--- config.mk ---
export PLATFORM = sky130hd
export DESIGN_NAME = mul2vector4x1
export DESIGN_NICKNAME = d
export VERILOG_FILES = /design/src/rtl/mul2vector4x1.sv
export SDC_FILE = /design/constraint.sdc
export NUM_CORES = 1
export LEC_CHECK = 0
export BUFFER_PORTS_ARGS = -buffer_cell sky130_fd_sc_hd__clkbuf_2
export CORE_UTILIZATION = 25
export CTS_BUF_LIST = sky130_fd_sc_hd__clkbuf_4
export CTS_CLUSTER_DIAMETER = 150
export CTS_CLUSTER_SIZE = 40
export DETAILED_ROUTE_END_ITERATION = 7
export PLACE_DENSITY_LB_ADDON = 0.08
export SLEW_MARGIN = 25
export SYNTH_ARGS = -nofsm -noshare
export SYNTH_HDL_FRONTEND = slang
export SYNTH_SLANG_ARGS = --single-unit
--- constraint.sdc ---
create_clock -name clk -period 4.7 [get_ports clk]
set_input_delay 0.47 -clock clk [delete_from_list [all_inputs] [get_ports clk]]
set_output_delay 0.47 -clock clk [all_outputs]
set_load 0.02 [all_outputs]
--- src/rtl/mul2vector4x1.sv ---
// Pipelined signed dot product of a 1x4 row vector and a 4x1 column vector (5-bit elements, 12-bit result).
// Define MUL2VECTOR4X1_INREG_EN to add an input register stage (latency 3 instead of 2).
module mul2vector4x1 (
  input  logic                clk,
  input  logic                rst,
  input  logic                in_valid,
  input  logic signed [4:0]   A0,
  input  logic signed [4:0]   A1,
  input  logic signed [4:0]   A2,
  input  logic signed [4:0]   A3,
  input  logic signed [4:0]   B0,
  input  logic signed [4:0]   B1,
  input  logic signed [4:0]   B2,
  input  logic signed [4:0]   B3,
  output logic signed [11:0]  OUT,
  output logic                out_valid
);

  // Both operands are widened before multiplying so the product is formed at full 10-bit width.
  function automatic logic signed [9:0] smul(input logic signed [4:0] a, input logic signed [4:0] b);
    logic signed [9:0] ax;
    logic signed [9:0] bx;
    ax = 10'(a);
    bx = 10'(b);
    return ax * bx;
  endfunction

  logic [3:0][4:0] a_s;
  logic [3:0][4:0] b_s;
  logic            v_s;

`ifdef MUL2VECTOR4X1_INREG_EN
  // NOTE: synchronous reset is tested inside the clocked block, so rst only acts on a rising edge.
  always_ff @(posedge clk) begin
    if (rst) begin
      a_s <= '0;
      b_s <= '0;
      v_s <= 1'b0;
    end else begin
      a_s <= {A3, A2, A1, A0};
      b_s <= {B3, B2, B1, B0};
      v_s <= in_valid;
    end
  end
`else
  assign a_s = {A3, A2, A1, A0};
  assign b_s = {B3, B2, B1, B0};
  assign v_s = in_valid;
`endif

  logic signed [9:0] p0_d, p1_d, p2_d, p3_d;
  logic signed [9:0] p0_q, p1_q, p2_q, p3_q;
  logic              v1_q;

  always_comb begin
    p0_d = smul($signed(a_s[0]), $signed(b_s[0]));
    p1_d = smul($signed(a_s[1]), $signed(b_s[1]));
    p2_d = smul($signed(a_s[2]), $signed(b_s[2]));
    p3_d = smul($signed(a_s[3]), $signed(b_s[3]));
  end

  // NOTE: state registers use non-blocking assignments so every stage samples the previous cycle's values.
  always_ff @(posedge clk) begin
    if (rst) begin
      p0_q <= '0;
      p1_q <= '0;
      p2_q <= '0;
      p3_q <= '0;
      v1_q <= 1'b0;
    end else begin
      v1_q <= v_s;
      if (v_s) begin
        p0_q <= p0_d;
        p1_q <= p1_d;
        p2_q <= p2_d;
        p3_q <= p3_d;
      end
    end
  end

  // Sum range is -960..1024, so 12 bits never overflow.
  logic signed [11:0] sum_d;

  always_comb begin
    sum_d = 12'(p0_q) + 12'(p1_q) + 12'(p2_q) + 12'(p3_q);
  end

  always_ff @(posedge clk) begin
    if (rst) begin
      OUT       <= '0;
      out_valid <= 1'b0;
    end else begin
      out_valid <= v1_q;
      if (v1_q) OUT <= sum_d;
    end
  end

endmodule

### Word-level counts from Yosys, hierarchy flattened

Cells that the tools add are included.
W data, S select, Z words.

* bits in registers: 54
* latch bits: 0
* bits in writable memories: 0
* bits in read-only memories: 0
* input bits: 43
* output and inout port bits: 13
* word-level logic and storage cells: 14
* memories kept: 0

* $add $sub $neg: 3
* multipliers: 4
* divide/modulo/power cells: 0
* $lt $le $gt $ge: 0
* eq/ne operators: 0
* shifts and indexed selects: 0
* multiplexer cells: 0
* bitwise gates (word level): 0
* reduce and logical (&&, ||, !) cells: 0

Operators with widths (count)
* $mul A5 B5 Y10: 4
* $add A11 B10 Y12: 1
* $add A12 B10 Y12: 1
* $add A10 B10 Y11: 1

### Logic depth before layout (Yosys ltp)

* word-level depth: 3
* gate-level depth with buffers: 14
* gate-level depth less buffers: 14

### Worst setup path after synthesis

Ideal clock, no wire load.

* path kind: input port to flip-flop
* start point: input port A1[0]
* end point: register p1_q[9]
* library setup time: 86 ps
* arrival: 3452 ps
* data required time: 4614 ps
* path slack: 1163 ps
* stages on the path: 11
* buffers on the path: 0
* cells stage by stage: nand2b_1 fa_1 fa_1 fa_1 inv_1 fa_1 a211oi_1 o21bai_1 a21oi_1 xnor2_1 a211oi_1

* word-level cells in the longest chain between the ends: 1

Ends and longest elaborated chain
* from (decl): RTL line 8 `input logic signed [4:0] A1,`
* $mul A5 B5 Y10: RTL line 25 `return ax * bx;`
* to (signal assigned): RTL line 74 `p1_q <= p1_d;`
* to (decl): RTL line 52 `logic signed [9:0] p0_q, p1_q, p2_q, p3_q;`

No other way between the ends.
A chain may end at the register's enable or synchronous reset.

### Worst setup path after layout

Ends and elaborated chain as after synthesis.

==> impl_metrics.json <==
{
  "outcome": "complete, but fails checks",
  "violations": "design-rule violations",
  "ys_warn_count": 0,
  "path_class": "input pin to flop",
  "power.switching_mw": 1.36,
  "regArea_sq_um": 1080,
  "synthTopCellsByCount": "inv_1 (163), fa_1 (89), ha_1 (71)",
  "die_h_um": 166,
  "maxSlewViolCount": 0,
  "critPathArrivalTime_ns": 3.74,
  "routedWlPerCell_um": 12.9,
  "finalSetupViolCount": 0,
  "async_reset_ff_share_pct": 0,
  "dieArea_sq_um": 27700,
  "fin_setup_tns_ns": 0,
  "finalHoldViolCount": 0,
  "grt_overflow": 0,
  "yosysUniqueCellTypes": 45,
  "syn_inst": 758,
  "drcViolationCount": 6,
  "fin_crit_ns": 3.40,
  "synth_xor_area_share_pct": 4.54,
  "p_leak_nw": 3.52,
  "drt_iter0_drc": 150,
  "grt_first_pass_wirelength_um": 25600,
  "synth_area_leaders": "fa_1 (26%), dfxtp_1 (16%), ha_1 (13%), inv_1 (9.1%), and2_1 (5.8%)",
  "syn_to_final_growth_pct": 10.3,
  "cts_root_buf": "clkbuf_4",
  "synth-compound-area-share_pct": 8.32,
  "core_sq_um": 26300,
  "cts.sink_count": 54,
  "endpoint_kind": "flop",
  "synthMostInstantiatedCell": "inv_1",
  "ir_drop_mv": 0.216,
  "nNetsFinal": 1008,
  "ys_ff_latch": 54,
  "utilization_pct": 28.3,
  "timing.max_cap.violations": 0,
  "vias": 4962,
  "ant_nets": 0,
  "cts_buffer_depth": 2,
  "pwr-share-seq_pct": 22.2,
  "ctsHoldBuffers": 0,
  "dp_hpwl_um": 12800,
  "first_pass_iters": 8,
  "grt_max_degree": 46,
  "track_usage_pct": 11.3,
  "critical_path_required_ns": 5.04,
  "finalClockSkew_ns": 0.0290,
  "max_freq_ghz": 0.294,
  "synth_area_sq_um": 6750,
  "power_frac_comb_pct": 70.0,
  "vias_per_cell": 4.35,
  "syn_avg_cell_area_sq_um": 8.91,
  "setup_ws_ns": 1.30,
  "clock_latency_ns": 0.42,
  "synth_edf_count": 0,
  "clk_pin_slew_ns": 0.16,
  "synth_fa_ha_area_share_pct": 39.5,
  "muxShareOfSynthArea_pct": 4.91,
  "start_util_pct": 25.7,
  "pin_count": 56,
  "cts_resized": 0,
  "cellPowerDensity_nw_per_um2": 377,
  "hold_path_class": "input pin to flop",
  "finalWirelength_um": 14800,
  "rows": 59,
  "htree_levels": 2,
  "holdPathStages": 3,
  "die_x_um": 166,
  "synth-main-ff-cell": "dfxtp_1",
  "synth-simple-area-share_pct": 16.5,
  "grt_antenna_before_repair": 1,
  "drive_gt1_share_pct": 9.18,
  "ys_seq_area_share_pct": 16.0,
  "place_congestion": 0.834,
  "switching_share_pct": 48.6,
  "cts-buffers-inserted": 5,
  "cp_max_fo": 5,
  "max-slew-margin-rel_pct": 51.6,
  "worst_setup_path_start_kind": "input pin",
  "intPower_mw": 1.44,
  "cts_setup_buffers": 0,
  "io_buffers": 55,
  "multi_input_area_sq_um": 4990,
  "cts_tree": "built",
  "timing.final.crit_share_pct": 72.4,
  "clkPwrFrac_pct": 7.8,
  "synth_top_area_cell": "fa_1",
  "yosys.area.top_type_share_pct": 26.4,
  "preCtsSetupSlack_ns": 0.842,
  "first_global_vias": 5198,
  "ff2ff_path_depth": 11,
  "synth_nets": 961,
  "grt_setup_unrepaired": "false",
  "fillers": 2880,
  "synth_top_family_by_area": "adder cells",
  "tightest_slew_ns": 0.727
}
## power by group through the flow
stage | registers (mW) | logic [mW] | clock network (mW)
global placement | 0.634 | 1.98 | 0
floorplan | 0.649 | 1.47 | 0
global route | 0.638 | 2.27 | 0.253
CTS | 0.624 | 2.00 | 0.238
detailed placement | 0.635 | 1.99 | 0
finish | 0.622 | 1.96 | 0.220
## state kept, by name, summed over array words and instances (netlist names)
name,count
p1_q,10
p0_q,10
p3_q,10
p2_q,10
v1_q,1
out_valid,1
OUT,12
## worst max-delay path, cell delays in order
cell,delay (ns)
clkbuf_2,0.11
nand2b_1,0.17
fa_1,0.51
fa_1,0.51
fa_1,0.55
inv_1,0.07
fa_1,0.47
a211oi_1,0.28
o21bai_1,0.11
a21oi_1,0.18
xnor2_1,0.08
a211oi_1,0.23
## logic make-up after synthesis
logic type / after synthesis
and+or+nand+nor: 215
buffers and inverters: 180
adders and majority gates: 160
AOI/OAI and AO/OA: 81
DFF: 54
xor gates and xnor gates: 35
muxes: 33
## stage by stage
stage	power [mW]	cell area (sq um)	instances	hold slack [ns]
3_3_place_gp	2.61	7390	1133	0.471
3_5_place_dp	2.62	7390	1133	0.475
6_report	2.81	7440	1142	0.372
5_1_grt	3.16	7440	1142	0.348
2_1_floorplan	2.12	6750	758	0.450
4_1_cts	2.86	7440	1141	0.319
## final timing paths
| check | startpoint | end | slack [ns] |
|---|---|---|---|
| max | A1[0] | p1_q[9]$_SDFFE_PP0P_ | 1.30 |
| min | A2[0] | p2_q[0]$_SDFFE_PP0P_ | 0.37 |
| max reg2reg | p0_q[1]$_SDFFE_PP0P_ | OUT[9]$_SDFFE_PP0P_ | 1.51 |
| min reg2reg | p3_q[0]$_SDFFE_PP0P_ | p3_q[0]$_SDFFE_PP0P_ | 0.49 |
## layout by cell type, fill, tap and decap left out, drive strengths merged, types with 3 or more instances in the layout
cell type / Yosys / layout
mux2i: 32 / 32
o21ai: 15 / 15
dfxtp: 54 / 54
nand4b: 4 / 4
nand4: 4 / 4
ha: 71 / 71
and2: 63 / 63
nor2b: 7 / 7
o311ai: 4 / 4
a21o: 7 / 7
o21bai: 4 / 4
xnor2: 35 / 35
clkbuf: 6 / 60
o31a: 3 / 3
nand2b: 10 / 10
inv: 163 / 163
or2: 3 / 3
a211oi: 13 / 13
a21oi: 21 / 21
nor3b: 4 / 4
fa: 89 / 89
nor3: 8 / 8
nand2: 35 / 35
nand3: 8 / 8
nor2: 60 / 60
o21a: 3 / 3
o22ai: 3 / 3
or4: 3 / 3
## routing by layer
| layer | part of all wire [%] | global-route usage [%] |
|---|---|---|
| met3 | 2.8 | 1.45 |
| met4 | 1.3 | 2.70 |
| met1 | 50 | 15.4 |
| met5 | 0 | 0 |
| met2 | 46 | 18.7 |
## layout make-up
cell class / count / share of cell area [%]
flip-flops and latches: 54 / 14.5
diodes: 1 / 0.0336
multi-input cells: 524 / 67.0
well taps: 335 / 5.63
clock buffers: 5 / 0.504
repair buffers: 57 / 3.90
inverters: 163 / 8.22
clock inverters: 3 / 0.218
(Power assumes the default switching activity.)
